--- config.mk ---
export PLATFORM = sky130hd
export DESIGN_NAME = vend_ctrl
export DESIGN_NICKNAME = d
export VERILOG_FILES = /design/src/rtl/vend_ctrl.sv
export SDC_FILE = /design/constraint.sdc
export NUM_CORES = 1
export LEC_CHECK = 0
export CORE_ASPECT_RATIO = 1.1
export CORE_UTILIZATION = 40
export CTS_CLUSTER_DIAMETER = 120
export DETAILED_ROUTE_END_ITERATION = 8
export PLACE_DENSITY_LB_ADDON = 0.15
export RECOVER_POWER = 50
export SKIP_LAST_GASP = 1
export SLEW_MARGIN = 15
export SYNTH_ARGS = -nofsm -noshare
export SYNTH_HDL_FRONTEND = slang
export SYNTH_SLANG_ARGS = --single-unit
--- constraint.sdc ---
create_clock -name clk -period 4.75 [get_ports clk]
set_input_delay 0.7125 -clock clk [delete_from_list [all_inputs] [get_ports clk]]
set_output_delay 0.7125 -clock clk [all_outputs]
set_load 0.05 [all_outputs]
--- src/rtl/vend_ctrl.sv ---
// Vending machine controller: coin credit, item purchase with per-item stock,
// dispenser handshake and change return one 5-unit pulse per cycle.
module vend_ctrl (
  input  logic       clk,
  input  logic       rst,
  input  logic [1:0] coin,
  input  logic [1:0] sel,
  input  logic       sel_vld,
  input  logic       cancel,
  input  logic       restock,
  input  logic       disp_ack,
  output logic       disp_req,
  output logic [1:0] disp_item,
  output logic       chg5,
  output logic [2:0] credit,
  output logic       coin_rej,
  output logic       sold_out,
  output logic       busy
);

  localparam int unsigned CW         = 3;
  localparam int unsigned MAX_CREDIT = 6;
  localparam int unsigned NUM_ITEMS  = 4;

  typedef enum logic [1:0] {IDLE, VEND, CHANGE} state_t;

  state_t        state;
  logic [1:0]    stock [NUM_ITEMS];
  logic          coin_ok;
  logic [CW-1:0] coin_val;
  logic [CW:0]   coin_sum;
  logic [CW-1:0] price;

  // Coin decode and price lookup (price of item n is n+2 units of 5)
  always_comb begin
    coin_ok  = (coin == 2'b01) || (coin == 2'b10);
    coin_val = '0;
    if (coin == 2'b01) coin_val = CW'(1);
    if (coin == 2'b10) coin_val = CW'(2);
    coin_sum = {1'b0, credit} + {1'b0, coin_val};
    price    = CW'(sel) + CW'(2);
  end

  always_ff @(posedge clk or negedge rst) begin
    if (!rst) begin
      state     <= IDLE;
      credit    <= '0;
      disp_req  <= 1'b0;
      disp_item <= '0;
      chg5      <= 1'b0;
      coin_rej  <= 1'b0;
      sold_out  <= 1'b0;
      busy      <= 1'b0;
      for (int i = 0; i < NUM_ITEMS; i++) stock[i] <= 2'd3;
    end else begin
      coin_rej <= 1'b0;
      sold_out <= 1'b0;
      chg5     <= 1'b0;
      case (state)
        IDLE: begin
          // A purchase request outranks both cancel and a coin in the same cycle
          if (sel_vld) begin
            coin_rej <= coin_ok;
            if (stock[sel] == 2'd0) begin
              sold_out <= 1'b1;
            end else if (credit >= price) begin
              credit     <= credit - price;
              stock[sel] <= stock[sel] - 2'd1;
              disp_item  <= sel;
              disp_req   <= 1'b1;
              busy       <= 1'b1;
              state      <= VEND;
            end
          end else if (cancel && (credit != '0)) begin
            coin_rej <= coin_ok;
            busy     <= 1'b1;
            state    <= CHANGE;
          end else if (coin_ok) begin
            if (coin_sum <= (CW+1)'(MAX_CREDIT)) credit <= coin_sum[CW-1:0];
            else                                coin_rej <= 1'b1;
          end
        end
        VEND: begin
          coin_rej <= coin_ok;
          if (disp_ack) begin
            disp_req  <= 1'b0;
            disp_item <= '0;
            if (credit != '0) begin
              state <= CHANGE;
            end else begin
              busy  <= 1'b0;
              state <= IDLE;
            end
          end
        end
        CHANGE: begin
          // One pulse per remaining unit; the exit cycle itself carries no pulse
          coin_rej <= coin_ok;
          if (credit != '0) begin
            chg5   <= 1'b1;
            credit <= credit - CW'(1);
          end else begin
            busy  <= 1'b0;
            state <= IDLE;
          end
        end
        default: begin
          busy  <= 1'b0;
          state <= IDLE;
        end
      endcase
      if (restock) begin
        for (int i = 0; i < NUM_ITEMS; i++) stock[i] <= 2'd3;
      end
    end
  end

endmodule

==> run_results.csv, run 1 <==
group,metric,value,unit
run_status,status,"completed",
cts,clk_latency,0.30,ns
cts,clock_path_buffers,2,
yosys,synthArstFlopShare,100,%
cts,cts_max_level,1,
route,postRouteAntennaNets,0,
yosys,syn_inst,153,
hold_path,worstHoldStart,"busy$_DFFE_PN0P_",
sta,fmax,315,MHz
finish,diodes,0,
route,drtIter0Drc,81,
finish,utilization,50.1,%
sta,worst_slack,1.58,ns
cts,clock_sinks,20,
finish,nNetsFinal,197,
cts,post-cts-setup-buffers,0,
worst_setup_path,r2r.worst_path.cells,7,
placement,port_buffers,19,
worst_setup_path,critical_path_class,"in2reg",
cts,cts_inserted_buffers,3,
placement,dp_slack,1.25,ns
yosys,synth.area.top_cells,"dfrtp_1 (20%), dfstp_2 (14%), ha_1 (12%)",
yosys,synth_cell_types,47,
yosys,syn_area,0.00150,mm²
pwr,power_density,599,mW/mm²
job,max_cap_violations,0,
worst_setup_path,crit_path_max_fanout,12,
yosys,yosysTopAreaCell,"dfrtp_1",
sta,post-route-period-util,66.8,%
yosys,syn_nets,179,
worst_setup_path,worstReg2RegEnd,"stock[7]$_DFFE_PN1P_",
sta,maxSlewViolCount,0,
cts,postCtsHoldBufs,0,
worst_setup_path,startpoint_type,"primary input",
sta,hold_violations,0,
hold_path,holdPathStages,2,
yosys,synth_edf_count,0,
cts,cts_tree,"done",
global_route,grt_pass1_vias,1153,
yosys,ys_dominant_reg_cell,"dfrtp_1",
yosys,synth.avg_cell_area,9.81,µm²
route,first_pass_iters,4,
pwr,cellLeakagePower,0.756,nW
sta,rsz0062_at_grt,"no",
hold_path,hold_class,"reg2reg",
finish,stdcell_count,218,
global_route,grt_max_degree,21,
placement,dp.cells,214,
worst_setup_path,critical_path_arrival,3.41,ns
route,drc_errors,0,
yosys,synth_top_area_share,20.0,%
floorplan,dieArea,0.00400,mm²
yosys,synth_warnings,0,
placement,gp_congestion,0.875,
worst_setup_path,r2r_setup_slack,2.32,ns
floorplan,coreArea,0.00347,mm²
finish,drive_above_1_share,11.8,%
placement,detailed_place_hpwl,2430,µm
route,viasPerCell,5.43,
pwr,ir_drop,0.000331,V
global_route,grt_util_all_layers,17.8,%
sta,tns,0,ns
floorplan,ioPinCount,20,
route,via_count,1183,
route,routedWlPerCell,14.4,µm
hold_path,whs_endpoint,"busy$_DFFE_PN0P_",
finish,area_growth_syn_to_layout,15.8,%
floorplan,rows,22,
sta,relSlewSlack,37.9,%
sta,fin_crit,3.17,ns
global_route,antenna_found_initial,0,
global_route,overflow,0,
cts,root_buffer,"clkbuf_4",
worst_setup_path,setup.worst_path.end_class,"flop",
yosys,yosysSeqAreaShare,34.0,%
floorplan,die_h,66.3,µm
sta,fin_skew,0.00667,ns
global_route,grt_pass1_wl,5340,µm
worst_setup_path,cp.required,4.99,ns
sta,finalSetupViolations,0,
cts,cts_resized,0,
worst_setup_path,regToRegStartpoint,"stock[6]$_DFFE_PN1P_",
floorplan,die-width,60.4,µm
yosys,synth_seq_cells,20,
sta,worst_pin_slew,0.928,ns
cts,clkTransAtPathRegs,0.12,ns
route,routed_wirelength,3140,µm
floorplan,initial_core_util,43.3,%
-- flip-flops by register name, summed over array words and instances (netlist names) --
register,cells
disp_item,2
credit,3
state,2
busy,1
chg5,1
disp_req,1
stock,8
coin_rej,1
sold_out,1
-- how the worst max path moves through the flow --
stage,cells past startpoint,slack [ns],end,startpoint
2_1_floorplan,9,1.96,stock[6]$_DFFE_PN1P_,sel[1]
4_1_cts,8,1.58,stock[7]$_DFFE_PN1P_,sel[1]
6_report,8,1.58,stock[7]$_DFFE_PN1P_,sel[1]
5_1_grt,8,1.48,stock[7]$_DFFE_PN1P_,sel[1]
3_3_place_gp,8,1.37,stock[7]$_DFFE_PN1P_,sel[1]
3_5_place_dp,8,1.25,stock[7]$_DFFE_PN1P_,sel[1]
-- critical path, cell delays in order --
cell and delay, ns:
clkdlybuf4s50_1 0.84, mux4_2 0.31, inv_1 0.04, ha_1 0.19, o21bai_2 0.25, or3_4 0.44, or3_1 0.33, a211o_1 0.30
-- routing by layer --
metal  share of wire [%]  GRT usage (%)  up-vias
met4                0.77           5.68        0
met3                 4.0           2.74        2
li1                    -              -      577
met5                   0              0        -
met2                  45           26.4       31
met1                  50           26.1      573
-- cell usage after synthesis, drive strengths merged, types with 2 or more instances --
| master | number |
|---|---|
| buf | 4 |
| nor2b | 3 |
| nor2 | 8 |
| clkbuf | 2 |
| o311ai | 2 |
| a21oi | 5 |
| nand3 | 3 |
| o21ai | 12 |
| nand2b | 8 |
| mux2i | 5 |
| nor3 | 2 |
| mux4 | 2 |
| a211oi | 2 |
| or3 | 2 |
| a31oi | 3 |
| o31a | 2 |
| dfstp | 8 |
| o21bai | 2 |
| nand2 | 9 |
| inv | 18 |
| ha | 14 |
| nor4 | 4 |
| dfrtp | 12 |
| fa | 2 |
| a21o | 2 |
| or3b | 2 |
| xnor2 | 4 |
-- cell type report --
class / count / area (µm²)
multi-input combinational: 109 / 883
clock buffer: 4 / 26.3
inverter: 18 / 67.6
timing repair buffer: 19 / 190
tap: 48 / 60.1
fill: 359 / 1730
sequential: 20 / 510
-- per-stage QoR --
step	instance area (µm²)	hold slack [ns]	total power, W
after floorplan	1500	0.417	0.000795
after global placement	1710	0.508	0.000950
after detailed placement	1710	0.514	0.000959
after CTS	1740	0.541	0.00105
after global routing	1740	0.585	0.00114
final	1740	0.530	0.00104
-- layout by cell type, fill, tap and decap left out, types with 2 or more instances in the layout --
| cell type | netlist | layout |
|---|---|---|
| a21o_1 | 2 | 2 |
| a21oi_1 | 5 | 5 |
| a31oi_1 | 3 | 3 |
| clkbuf_4 | 0 | 3 |
| clkdlybuf4s50_1 | 0 | 14 |
| dfrtp_1 | 12 | 12 |
| dfstp_2 | 8 | 8 |
| dlygate4sd3_1 | 0 | 5 |
| fa_1 | 2 | 2 |
| ha_1 | 14 | 14 |
| inv_1 | 17 | 17 |
| mux2i_1 | 5 | 5 |
| mux4_2 | 2 | 2 |
| nand2_1 | 8 | 8 |
| nand2b_1 | 7 | 7 |
| nand3_1 | 3 | 3 |
| nor2_1 | 8 | 8 |
| nor2b_1 | 3 | 3 |
| nor3_1 | 2 | 2 |
| nor4_1 | 4 | 4 |
| o21ai_0 | 8 | 8 |
| o21ai_1 | 4 | 4 |
| o31a_1 | 2 | 2 |
| or3b_1 | 2 | 2 |
| xnor2_1 | 4 | 4 |
-- kinds of logic after synthesis --
family,Yosys count,synth area share (%)
and+or+nand+nor,44,16.8
AOI/OAI and AO/OA,38,19.0
buffers and inverters,24,7.17
DFF,20,34.0
adders and majority gates,16,14.3
muxes,7,6.33
xor gates and xnor gates,4,2.33
-- report_power, final --
group | switching [W] | internal, W
combinational | 0.000417 | 0.000271
sequential | 0.0000432 | 0.000223
clock | 0.0000548 | 0.0000327
Note: power is estimated with default switching activity, not from simulation.
==> run 2: changes to the inputs <==
- clock period: 4.75 -> 3 ns (I/O delays scaled with it)
==> run 2 against run 1 <==
Effect of this change:
- die area stayed put
- wire length is 1.8% higher
- clock skew hardly changed
- utilization is 2.5 points higher
- total power is 68% higher
- register-to-register slack worse by 1.7 ns
- worst setup slack worse by 1.2 ns
- critical path depth stayed put
- critical endpoint unchanged
- clock power grew to 2.6 times the previous value
- critical path type unchanged
- final cell count is 3.7% higher
- first-iteration DRC count is 33% lower
==> run_results.csv, run 2 (synthesized netlist as in run 1, its figures left out) <==
group,metric,value,unit
run_status,status,"completed",
finish,largestRegisters,"stock: 8 flops, credit: 3 flops",
route,drc_errors,0,
finish,area_growth_syn_to_layout,21.5,%
floorplan,initial_core_util,43.3,%
floorplan,dieArea,0.00400,mm²
cts,cts_tree,"done",
cts,cts_resized,0,
route,viasPerCell,5.32,
cts,cts_inserted_buffers,3,
worst_setup_path,setup.worst_path.end_class,"flop",
worst_setup_path,path_buf_inv,2,
sta,fin_crit,2.64,ns
placement,detailed_place_hpwl,2530,µm
route,routedWlPerCell,14.1,µm
cts,clk_latency,0.31,ns
global_route,grt_pass1_wl,5490,µm
cts,root_buffer,"clkbuf_4",
worst_setup_path,crit_path_max_fanout,11,
worst_setup_path,critical_path_arrival,2.90,ns
route,drtIter0Drc,54,
route,postRouteAntennaNets,0,
worst_setup_path,crit_chain,"dlygate4sd3_1, mux4_2, inv_1, ha_1, o21bai_2, or3_4, or3_1, a211o_1",
cts,cts_max_level,1,
finish,diodes,0,
finish,top_register,"stock",
global_route,grt_max_degree,21,
worst_setup_path,critical_path_class,"in2reg",
finish,stdcell_count,226,
worst_setup_path,startpoint_type,"primary input",
sta,fin_skew,0.00688,ns
job,max_cap_violations,0,
floorplan,coreArea,0.00347,mm²
floorplan,die-width,60.4,µm
sta,worst_pin_slew,0.924,ns
global_route,grt_pass1_vias,1186,
global_route,antenna_found_initial,0,
worst_setup_path,cp_top_family,"simple AND/OR/NAND/NOR gates",
cts,post-cts-setup-buffers,0,
floorplan,ioPinCount,20,
sta,hold_violations,0,
placement,port_buffers,19,
finish,final_cell_mix,"inv_1 (17), ha_1 (14), clkdlybuf4s50_1 (14)",
pwr,ir_drop,0.000541,V
hold_path,hold_class,"reg2reg",
sta,relSlewSlack,38.2,%
finish,drive_above_1_share,16.3,%
pwr,cellLeakagePower,0.809,nW
cts,clock_path_buffers,2,
placement,gp_congestion,0.893,
worst_setup_path,cp_slowest_cell,"dlygate4sd3_1",
route,first_pass_iters,4,
route,via_count,1202,
finish,final_common_cell,"inv_1",
finish,multiInputGateArea,883,µm²
pwr,power,0.00175,W
finish,seqCellArea,510,µm²
sta,post-route-period-util,88.1,%
cts,postCtsHoldBufs,0,
worst_setup_path,critPathMaxStageDelay,0.62,ns
finish,n_fill_cell,336,
floorplan,rows,22,
pwr,power_density,961,mW/mm²
global_route,grt_util_all_layers,18.2,%
cts,clock_sinks,20,
placement,dp.cells,222,
sta,hold_ws,0.546,ns
route,routed_wirelength,3190,µm
finish,largest_reg_flops,8,
sta,rsz0062_at_grt,"no",
finish,nNetsFinal,205,
sta,tns,0,ns
finish,utilization,52.6,%
floorplan,die_h,66.3,µm
worst_setup_path,cp.required,3.25,ns
sta,maxSlewViolCount,0,
sta,finalSetupViolations,0,
sta,fmax,379,MHz
cts,clkTransAtPathRegs,0.13,ns
global_route,overflow,0,
-- run 2: layout make-up --
type	count	area share (%)
multi-input cells	109	48.4
inverters	18	3.70
clock buffers	3	1.23
repair buffers	27	13.7
flip-flops and latches	20	28.0
well taps	48	3.29
clock inverters	1	1.65
-- run 2: stage by stage --
step,cell area (µm²),setup slack (ns)
3_5_place_dp,1770,0.103
6_report,1820,0.358
5_1_grt,1820,0.270
3_3_place_gp,1770,0.128
4_1_cts,1820,0.446
2_1_floorplan,1500,0.470
-- run 2: worst min-delay path: stages (launching register included) --
cell and delay [ns]:
dfrtp_1 0.37, o21ai_0 0.07, o21ai_1 0.07
-- run 2: metal layers --
metal	global-route usage, %	part of all wire [%]	routed length, µm
met1	26.9	50	1600
met2	27.1	45	1420
met3	2.35	4.3	138
met4	5.68	0.78	25
met5	0	0	0
-- run 2: path summary, 6_finish.rpt --
check / end / from / slack [ns] / depth (start not counted)
hold / removal: busy$_DFFE_PN0P_ / busy$_DFFE_PN0P_ / 0.55 / 2
setup reg to reg: stock[7]$_DFFE_PN1P_ / stock[6]$_DFFE_PN1P_ / 0.66 / 7
max in group asynchronous: coin_rej$_DFF_PN0_ / rst / 1.73 / 1
setup / recovery: stock[7]$_DFFE_PN1P_ / sel[0] / 0.36 / 8
min in group asynchronous: sold_out$_DFF_PN0_ / rst / 0.71 / 1
hold reg to reg: busy$_DFFE_PN0P_ / busy$_DFFE_PN0P_ / 0.55 / 2
-- run 2: report_power, final --
part           switching (W)  leakage (nW)  internal, W
Combinational       0.000660         0.553     0.000445
Sequential         0.0000673         0.227     0.000353
Clock              0.0000924        0.0279     0.000135
